===== config.mk =====
export PLATFORM = sky130hd
export DESIGN_NAME = ppu_bg_fetch
export DESIGN_NICKNAME = d
export VERILOG_FILES = /design/src/rtl/ppu_pkg.sv /design/src/rtl/ppu_scroll_regs.sv /design/src/rtl/ppu_bg_fetch.sv
export SDC_FILE = /design/constraint.sdc
export NUM_CORES = 1
export LEC_CHECK = 0
export ABC_CLOCK_PERIOD_IN_PS = 9830
export CORE_AREA = 2 2 129 131
export CTS_BUF_LIST = sky130_fd_sc_hd__clkbuf_4 sky130_fd_sc_hd__clkbuf_8
export DETAILED_ROUTE_END_ITERATION = 16
export DIE_AREA = 0 0 131 133
export GPL_TIMING_DRIVEN = 0
export PLACE_DENSITY = 0.53
export SLEW_MARGIN = 25
export SYNTH_ARGS = -nofsm -noshare
export SYNTH_HDL_FRONTEND = slang
export SYNTH_SLANG_ARGS = --single-unit

===== constraint.sdc =====
create_clock -name clk -period 9.83 [get_ports clk]
set_clock_uncertainty 0.2 [all_clocks]
set_input_delay 1.966 -clock clk [delete_from_list [all_inputs] [get_ports clk]]
set_output_delay 1.966 -clock clk [all_outputs]
set_load 0.05 [all_outputs]

===== src/rtl/ppu_pkg.sv =====
// Shared constants for the PPU background path: loopy v/t field offsets,
// CPU register indices and the 8-cycle tile fetch phase encoding.
package ppu_pkg;

  localparam int unsigned COARSE_X = 0;
  localparam int unsigned COARSE_Y = 5;
  localparam int unsigned NT_SEL   = 10;
  localparam int unsigned FINE_Y   = 12;

  localparam logic [2:0] PPUCTRL   = 3'd0;
  localparam logic [2:0] PPUSTATUS = 3'd2;
  localparam logic [2:0] PPUSCROLL = 3'd5;
  localparam logic [2:0] PPUADDR   = 3'd6;

  typedef enum logic [2:0] {
    PH_HI_CAP     = 3'd0,
    PH_NT_ADDR    = 3'd1,
    PH_NT_CAP     = 3'd2,
    PH_AT_ADDR    = 3'd3,
    PH_AT_CAP     = 3'd4,
    PH_PT_LO_ADDR = 3'd5,
    PH_PT_LO_CAP  = 3'd6,
    PH_PT_HI_ADDR = 3'd7
  } fetch_phase_e;

endpackage


===== src/rtl/ppu_scroll_regs.sv =====
// Loopy scroll state: v, t, fine-x, write toggle and background table select,
// with the render-time increments/copies and the CPU register write path.
module ppu_scroll_regs
  import ppu_pkg::*;
(
  input  logic        clk,
  input  logic        reset,
  input  logic        cpu_wr,
  input  logic        cpu_rd,
  input  logic [2:0]  cpu_addr,
  input  logic [7:0]  cpu_wdata,
  input  logic        inc_x,
  input  logic        inc_y,
  input  logic        copy_x,
  input  logic        copy_y,
  output logic [14:0] v,
  output logic [2:0]  fine_x,
  output logic        bg_table
);

  logic [14:0] v_q, v_d, t_q, t_d;
  logic [2:0]  fx_q, fx_d;
  logic        w_q, w_d, bg_q, bg_d;

  always_comb begin
    v_d  = v_q;
    t_d  = t_q;
    fx_d = fx_q;
    w_d  = w_q;
    bg_d = bg_q;

    if (inc_x) begin
      if (v_d[COARSE_X +: 5] == 5'd31) begin
        v_d[COARSE_X +: 5] = '0;
        v_d[NT_SEL]        = ~v_d[NT_SEL];
      end else begin
        v_d[COARSE_X +: 5] = v_d[COARSE_X +: 5] + 5'd1;
      end
    end

    // Y step sees the already X-stepped value; the fields are disjoint.
    if (inc_y) begin
      if (v_d[FINE_Y +: 3] != 3'd7) begin
        v_d[FINE_Y +: 3] = v_d[FINE_Y +: 3] + 3'd1;
      end else begin
        v_d[FINE_Y +: 3] = '0;
        case (v_d[COARSE_Y +: 5])
          5'd29: begin
            v_d[COARSE_Y +: 5] = '0;
            v_d[NT_SEL + 1]    = ~v_d[NT_SEL + 1];
          end
          5'd31:   v_d[COARSE_Y +: 5] = '0;
          default: v_d[COARSE_Y +: 5] = v_d[COARSE_Y +: 5] + 5'd1;
        endcase
      end
    end

    if (copy_x) begin
      v_d[NT_SEL]        = t_q[NT_SEL];
      v_d[COARSE_X +: 5] = t_q[COARSE_X +: 5];
    end
    if (copy_y) begin
      v_d[14:11] = t_q[14:11];
      v_d[9:5]   = t_q[9:5];
    end

    // CPU path is evaluated last so a $2006 second write overrides render updates.
    if (cpu_wr) begin
      case (cpu_addr)
        PPUCTRL: begin
          t_d[11:10] = cpu_wdata[1:0];
          bg_d       = cpu_wdata[4];
        end
        PPUSCROLL: begin
          if (!w_q) begin
            t_d[4:0] = cpu_wdata[7:3];
            fx_d     = cpu_wdata[2:0];
            w_d      = 1'b1;
          end else begin
            t_d[14:12] = cpu_wdata[2:0];
            t_d[9:5]   = cpu_wdata[7:3];
            w_d        = 1'b0;
          end
        end
        PPUADDR: begin
          if (!w_q) begin
            t_d[13:8] = cpu_wdata[5:0];
            t_d[14]   = 1'b0;
            w_d       = 1'b1;
          end else begin
            t_d[7:0] = cpu_wdata;
            v_d      = t_d;
            w_d      = 1'b0;
          end
        end
        default: ;
      endcase
    end

    if (cpu_rd && cpu_addr == PPUSTATUS) w_d = 1'b0;
  end

  always_ff @(posedge clk or posedge reset) begin
    if (reset) begin
      v_q  <= '0;
      t_q  <= '0;
      fx_q <= '0;
      w_q  <= 1'b0;
      bg_q <= 1'b0;
    end else begin
      v_q  <= v_d;
      t_q  <= t_d;
      fx_q <= fx_d;
      w_q  <= w_d;
      bg_q <= bg_d;
    end
  end

  assign v        = v_q;
  assign fine_x   = fx_q;
  assign bg_table = bg_q;

endmodule


===== src/rtl/ppu_bg_fetch.sv =====
// Background tile fetch: turns cycle/scanline into VRAM reads, captures the
// nametable/attribute/pattern bytes and hands one tile per 8 cycles downstream.
module ppu_bg_fetch
  import ppu_pkg::*;
#(
  parameter int unsigned        ADDR_W    = 14,
  parameter logic [ADDR_W-1:0]  NT_BASE   = 14'h2000,
  parameter logic [ADDR_W-1:0]  AT_OFFSET = 14'h03C0
) (
  input  logic              clk,
  input  logic              reset,
  input  logic              rendering,
  input  logic [8:0]        cycle,
  input  logic [8:0]        scanline,
  input  logic              cpu_wr,
  input  logic              cpu_rd,
  input  logic [2:0]        cpu_addr,
  input  logic [7:0]        cpu_wdata,
  input  logic [7:0]        vram_rdata,
  output logic [ADDR_W-1:0] vram_addr,
  output logic              vram_rd,
  output logic [7:0]        pattern_lo,
  output logic [7:0]        pattern_hi,
  output logic [1:0]        pal_sel,
  output logic              tile_valid,
  output logic [2:0]        fine_x,
  output logic [14:0]       v_addr
);

  fetch_phase_e      phase;
  logic              in_frame, in_win, dummy_nt, bg_table;
  logic [ADDR_W-1:0] nt_addr, at_addr, pt_lo_addr, pt_hi_addr, addr_hold_q;
  logic [7:0]        nt_q, at_q, lo_q, pat_lo_q, pat_hi_q, at_shifted;
  logic [2:0]        at_shift_q;
  logic [1:0]        pal_q;
  logic              tile_valid_q;

  assign phase    = fetch_phase_e'(cycle[2:0]);
  assign in_frame = rendering && (scanline < 9'd240 || scanline == 9'd261);
  assign in_win   = in_frame && ((cycle >= 9'd1 && cycle <= 9'd256) ||
                                 (cycle >= 9'd321 && cycle <= 9'd336));
  assign dummy_nt = in_frame && (cycle == 9'd337 || cycle == 9'd339);

  ppu_scroll_regs u_scroll (
    .clk       (clk),
    .reset     (reset),
    .cpu_wr    (cpu_wr),
    .cpu_rd    (cpu_rd),
    .cpu_addr  (cpu_addr),
    .cpu_wdata (cpu_wdata),
    .inc_x     (in_win && phase == PH_HI_CAP),
    .inc_y     (in_frame && cycle == 9'd256),
    .copy_x    (in_frame && cycle == 9'd257),
    .copy_y    (in_frame && scanline == 9'd261 && cycle >= 9'd280 && cycle <= 9'd304),
    .v         (v_addr),
    .fine_x    (fine_x),
    .bg_table  (bg_table)
  );

  assign nt_addr    = NT_BASE | ADDR_W'(v_addr[11:0]);
  assign at_addr    = NT_BASE | AT_OFFSET |
                      ADDR_W'({v_addr[11:10], 4'b0000, v_addr[9:7], v_addr[4:2]});
  assign pt_lo_addr = ADDR_W'({bg_table, nt_q, 1'b0, v_addr[14:12]});
  assign pt_hi_addr = pt_lo_addr + ADDR_W'(8);

  // Address is combinational so read data lands in the following phase;
  // outside a request it holds the last driven value.
  always_comb begin
    vram_rd   = 1'b0;
    vram_addr = addr_hold_q;
    if (!reset && in_win) begin
      case (phase)
        PH_NT_ADDR:    begin vram_rd = 1'b1; vram_addr = nt_addr;    end
        PH_AT_ADDR:    begin vram_rd = 1'b1; vram_addr = at_addr;    end
        PH_PT_LO_ADDR: begin vram_rd = 1'b1; vram_addr = pt_lo_addr; end
        PH_PT_HI_ADDR: begin vram_rd = 1'b1; vram_addr = pt_hi_addr; end
        default: ;
      endcase
    end else if (!reset && dummy_nt) begin
      vram_rd   = 1'b1;
      vram_addr = nt_addr;
    end
  end

  assign at_shifted = at_q >> at_shift_q;

  always_ff @(posedge clk or posedge reset) begin
    if (reset) begin
      addr_hold_q  <= '0;
      nt_q         <= '0;
      at_q         <= '0;
      lo_q         <= '0;
      at_shift_q   <= '0;
      pat_lo_q     <= '0;
      pat_hi_q     <= '0;
      pal_q        <= '0;
      tile_valid_q <= 1'b0;
    end else begin
      addr_hold_q  <= vram_addr;
      tile_valid_q <= 1'b0;
      if (in_win) begin
        case (phase)
          PH_NT_CAP:    nt_q       <= vram_rdata;
          PH_AT_ADDR:   at_shift_q <= {v_addr[6], v_addr[1], 1'b0};
          PH_AT_CAP:    at_q       <= vram_rdata;
          PH_PT_LO_CAP: lo_q       <= vram_rdata;
          PH_HI_CAP: begin
            pat_lo_q     <= lo_q;
            pat_hi_q     <= vram_rdata;
            pal_q        <= at_shifted[1:0];
            tile_valid_q <= 1'b1;
          end
          default: ;
        endcase
      end
    end
  end

  assign pattern_lo = pat_lo_q;
  assign pattern_hi = pat_hi_q;
  assign pal_sel    = pal_q;
  assign tile_valid = tile_valid_q;

endmodule

Word level (Yosys, flattened, before mapping)
Cells that the tools add are included.
W data, S select, Z words.
Operators by class
  bitwise gates (word level): 3
  add/sub/neg operators: 4
  shift operators: 1
  order comparisons: 7
  equality and inequality tests: 23
  reductions and logical operators: 39
  multiplexer cells: 38
Operators with widths (number)
  $pmux W14 S4: 1
  $eq A9 B9 Y1 const B: 5
  $mux W15: 3
  $mux W5: 9
  $mux W14: 2
  $le A9 B9 Y1 const B: 3
  $pmux W10 S2: 1
  $eq A3 B3 Y1 const B: 6
  $ge A9 B9 Y1 const B: 2
  $eq A5 B5 Y1 const B: 3
  $add A13 B4 Y14 const B: 1
  $logic_and A1 B1 Y1: 14
  $mux W1: 14
  $reduce_and A2 Y1: 7
  $reduce_and A4 Y1: 3
  $add A5 B1 Y5 const B: 2
  $eq A3 B2 Y1 const B: 3
  $ge A9 B1 Y1 const B: 1
  $lt A9 B8 Y1 const B: 1
  $mux W4: 2
  $mux W8: 1
  $reduce_bool A2 Y1: 4
  $shr A8 B3 Y2: 1
  $mux W7: 1
  other kinds (15): 25
Word-level totals
  register bits: 94
  output and inout bits: 52

Depth between registers and ports, before layout
  depth after elaboration: 10
  mapped depth: 10
  depth with buffers taken out: 7

Hierarchy
From an unflattened synthesis, not the netlist that was laid out.
Second synthesis, totals
  cell total of the unflattened synthesis: 435
  area total of the unflattened synthesis: 4854.7 sq um
Modules (own cells, without submodules)
  ppu_bg_fetch: area each 2852.7 sq um, instances 1, sequential area each 1476.4 sq um, cells an instance 228
  ppu_scroll_regs: area each 2001.9 sq um, instances 1, sequential area each 875.8 sq um, cells an instance 207

Worst setup path before layout
OpenSTA, ideal clock, no wires.
  kind: in2out
  start: input reset
  end: output vram_addr[12]
  data arrival time: 5.345 ns
  path slack: 2.319 ns
  required time: 7.664 ns
  buffers on the path: 0
  cell stages on the path: 3
  cell sequence: inv_1 nand2_1 o21ai_0
Between the ends
  longest elaborated chain between the ends: 4
  elaborated cells between the ends (all ways): 5
  those cells by class: mux: 2; reduce/logical: 3
Ends and longest elaborated chain
  start: declaration: line ppu_bg_fetch.sv:11  | input logic reset,
  $logic_not A1 Y1 (no line) *
  $logic_and A1 B1 Y1: line ppu_bg_fetch.sv:79  | end else if (!reset && dummy_nt) begin
  $mux W14: line ppu_bg_fetch.sv:79
  $mux W14 *: line ppu_bg_fetch.sv:71  | if (!reset && in_win) begin
  end: declaration: line ppu_bg_fetch.sv:20  | output logic [ADDR_W-1:0] vram_addr,
Mark *: on every way between the ends. The rest lies on a longest branch, timed or not.

Final worst setup path
  start: input cycle[2]
  end: output vram_addr[5]
Between the ends
  longest elaborated chain between the ends: 6
  elaborated cells between the ends (all ways): 21
  those cells by class: order compare: 4; eq/ne: 6; mux: 3; reduce/logical: 8
Ends and longest elaborated chain
  start: declaration: line ppu_bg_fetch.sv:13  | input logic [8:0] cycle,
  $ge A9 B1 Y1 (tied with other cells): line ppu_bg_fetch.sv:40  | assign in_win = in_frame && ((cycle >= 9'd1 && cycle <= 9'd256) ||
  $logic_and A1 B1 Y1 (tied with other cells): line ppu_bg_fetch.sv:40
  $logic_or A1 B1 Y1 / $logic_and A1 B1 Y1 (equally long branches): line ppu_bg_fetch.sv:40, ppu_bg_fetch.sv:42
  $logic_and A1 B1 Y1 (on tied branches): line ppu_bg_fetch.sv:40, ppu_bg_fetch.sv:79
  $logic_and A1 B1 Y1 / $mux W14 (equally long branches): line ppu_bg_fetch.sv:71, ppu_bg_fetch.sv:79
  $mux W14 *: line ppu_bg_fetch.sv:71
Marks and branches as above.

==> metrics.cfg <==
[synth]
ys_warn_count = 0
synth_cells = 433
synth_top_flop_cell = dfrtp_1
synth_compound_area_share_pct = 12.0
synth.ff_latch_count = 94
syn_avg_cell_area_um2 = 11.0
syn-num-nets = 482
share_of_synthesized_cell_area_in_full_adder_half_adder_and_majority_cells_pct = 1.85
synthXorXnorAreaFrac_pct = 0.554
netlist_cell_types = 52
synth_top_family_by_area = multiplexers
netlist_area_mm2 = 0.00475
asyncSetResetFlopFracSynth_pct = 100
number_of_enable_flip_flop_cells_after_synthesis = 0
synth.area.mux_share_pct = 16.8
synth_simple_gate_area_share_pct = 16.2
synth.yosys.seq_area_share_pct = 49.6

[critical_path]
critical_path.n_buffers_inverters = 5
crit_fanout = 10
critical-path-max-stage-delay_ns = 0.83
crit_path_top_delay_cell = clkdlybuf4s50_1
worst_ep_required_time_ns = 7.66
crit_arrival_ns = 5.17
worst_path_most_repeated_cell = clkdlybuf4s50_1
setup.worst_path.start_class = primary input
worst-setup-path-type = in2out
timing.critical_path.cells = clkdlybuf4s50_1 -> nor4_4 -> a311oi_1 -> and4bb_1 -> buf_4 -> and2_1 -> or2_1 -> buf_2 -> buf_6 -> o221a_2 -> clkdlybuf4s50_1
cp_top_family = buffers and inverters
endpoint_kind = output port

[clocking]
ctsResizeCount = 0
clock_tree.htree_level_count = 3
clock_insertion_delay_worst_skew_ns = 0.36
clock_tree.buffer_depth = 2
cts.hold.buffers_added = 0
cts_made_buffers = 9
cts.repair_timing.setup_buffer_count = 0
numClockSinks = 94
clkSlewWorstSetupHoldPaths_ns = 0.10
root_buffer = clkbuf_8
cts_tree = built

[timing]
post_route_clock_period_utilization_pct = 74.6
max_slew_margin_pct = 38.8
rsz0062_at_grt = no
tightest_slew_ns = 0.909
final-setup-viol-count = 0
post-route-min-period_ns = 7.34
slew_violations = 0
final.setup.tns_ns = 0
fmax_mhz = 136
finalHoldViolations = 0

[finish]
finalCoreUtilization_pct = 38.3
drive_gt1_share_pct = 18.4
number_of_nets_in_the_finished_design = 583
post_layout_cell_count = 759
n_fill_cell = 1555
flow.area_growth_from_synthesis_pct = 30.5
antenna_cells_inserted = 0

[drt]
route.antenna.remaining_nets = 0
total_detailed_routing_wirelength_um = 12500
vias_per_cell = 4.87
vias = 3698
detail_route.iter0.violations = 168
drt-pass1-iter-count = 5
drcViolationCount = 0
wl_per_cell_um = 16.5

[power_and_ir_drop]
power_density_mw_per_mm2 = 241
static_leak_nw = 2.64
max_ir_drop_vdd_v = 0.000133

[grt]
number_of_antenna_violations_at_the_first_check_in_global_routing = 0
pin_count_of_the_biggest_net_entering_global_routing = 51
grt_pass1_wl_um = 19800
overflow = 0
first_global_vias = 3617
grt_use_total_pct = 14.5

[die]
die_height_um = 133
dieArea_mm2 = 0.0174
start_util_pct = 29.3
design.portCount = 94
placeableCoreArea_mm2 = 0.0162
floorplan.rows = 47
dieWidth_um = 131

[run]
max_cap_viol_count = 0

[placement]
dp.final_hpwl_um = 9360
placed_cells_incl_taps = 743
place_congestion = 0.871
io_buffers = 89

[min_path]
hold_class = reg2reg

[status]
status = complete, no violations

sequential cells by signal, indices dropped and copies added, names as in the netlist:
signal and flops:
at_shift_q 2, u_scroll.fine_x 3, addr_hold_q 14, u_scroll.t_q 15
u_scroll.v 15, nt_q 8, tile_valid 1, pal_sel 2
pattern_lo 8, lo_q 8, pattern_hi 8, u_scroll.w_q 1
u_scroll.bg_table 1, at_q 8
cells in the mapped netlist (4+ instances only):
| cell | count | area share (%) |
|---|---|---|
| nor2b_1 | 6 | 0.79 |
| mux2_4 | 8 | 2.5 |
| and3_1 | 7 | 0.92 |
| nand3_1 | 11 | 1.2 |
| or3_1 | 4 | 0.53 |
| dfrtp_1 | 94 | 50 |
| a21oi_1 | 36 | 3.8 |
| mux2i_1 | 18 | 3.8 |
| nor3_1 | 6 | 0.63 |
| nor2_1 | 38 | 3.0 |
| ha_1 | 7 | 1.8 |
| o221a_2 | 12 | 2.8 |
| nand2b_1 | 4 | 0.53 |
| a31oi_1 | 8 | 1.1 |
| o21ai_0 | 22 | 2.3 |
| mux2_2 | 40 | 9.5 |
| o22ai_1 | 4 | 0.53 |
| inv_1 | 7 | 0.55 |
| clkbuf_1 | 13 | 1.0 |
| nand2_1 | 31 | 2.5 |
| nand4_1 | 6 | 0.79 |
| nor4_1 | 5 | 0.66 |
per-stage QoR:
step                      worst slack (ns)  hold WS (ns)  total power [mW]  instance area (um^2)
after floorplan                       2.32         0.250             0.958                  4750
after global placement               0.871         0.272              1.17                  5910
after detailed placement              2.49         0.278              1.18                  5940
after CTS                             2.48         0.302              1.51                  6190
after global routing                  2.34         0.325              1.57                  6190
final                                 2.49         0.294              1.49                  6190
path summary, 6_finish.rpt:
| check | start | endpoint | slack, ns | cells after the start |
|---|---|---|---|---|
| max | cycle[2] | vram_addr[5] | 2.49 | 11 |
| min | u_scroll.t_q[7]$_DFFE_PP0P_ | u_scroll.t_q[7]$_DFFE_PP0P_ | 0.29 | 2 |
| max reg2reg | u_scroll.w_q$_DFFE_PP0P_ | u_scroll.v[12]$_DFF_PP0_ | 7.53 | 6 |
| min reg2reg | u_scroll.t_q[7]$_DFFE_PP0P_ | u_scroll.t_q[7]$_DFFE_PP0P_ | 0.29 | 2 |
| max in group asynchronous | reset | u_scroll.fine_x[0]$_DFFE_PP0P_ | 7.00 | 3 |
| min in group asynchronous | reset | addr_hold_q[2]$_DFF_PP0_ | 1.83 | 2 |
layout by cell type, fill, tap and decap left out, types with 4 or more instances in the layout:
master / netlist / routed
clkdlybuf4s50_1: 0 / 89
dfrtp_1: 94 / 94
nor3_1: 6 / 6
ha_1: 7 / 7
nand4_1: 6 / 6
inv_1: 7 / 6
o21ai_0: 22 / 22
a31oi_1: 8 / 8
clkbuf_8: 0 / 9
o221a_2: 12 / 12
nand2b_1: 4 / 4
mux2_4: 8 / 8
or3_1: 4 / 4
mux2i_1: 18 / 18
o22ai_1: 4 / 4
nor2_1: 38 / 38
nand3_1: 11 / 11
nor2b_1: 6 / 6
and3_1: 7 / 7
mux2_2: 40 / 40
nor4_1: 5 / 5
nand2_1: 31 / 31
a21oi_1: 36 / 36
clkbuf_1: 13 / 13
where the power goes:
| part | leakage, nW | switching (mW) | internal, mW |
|---|---|---|---|
| combinational | 1.36 | 0.355 | 0.228 |
| sequential | 1.16 | 0.0987 | 0.490 |
| clock | 0.122 | 0.146 | 0.173 |
layer usage:
metal	global-route usage (%)	part of all wire, %	wire length (um)	vias to the layer above
li1	-	-	-	1787
met1	21.3	49	6180	1794
met2	22.2	44	5510	105
met3	2.18	5.3	658	12
met4	4.20	1.3	161	0
met5	0	0	0	-
cells by family after synthesis:
logic type | Yosys count
xor gates and xnor gates | 3
muxes | 68
and+or+nand+nor | 141
DFF | 94
AOI/OAI and AO/OA | 91
adders and majority gates | 7
buffers and inverters | 29
area by class of cell:
cell class / instances / area, um^2 / share of cell area (%)
Sequential cell: 94 / 2350 / 38.0
Clock buffer: 9 / 124 / 2.00
Inverter: 8 / 35.0 / 0.566
Clock inverter: 7 / 126 / 2.04
Multi-Input combinational cell: 310 / 2250 / 36.3
Buffer: 21 / 113 / 1.82
Timing Repair Buffer: 90 / 918 / 14.8
Tap cell: 220 / 275 / 4.44
worst min-delay path, stage by stage (launching register included):
cell     delay [ns]
dfrtp_1        0.36
nand2_1        0.05
o21ai_0        0.06
Power figures use the tool's default switching activity.
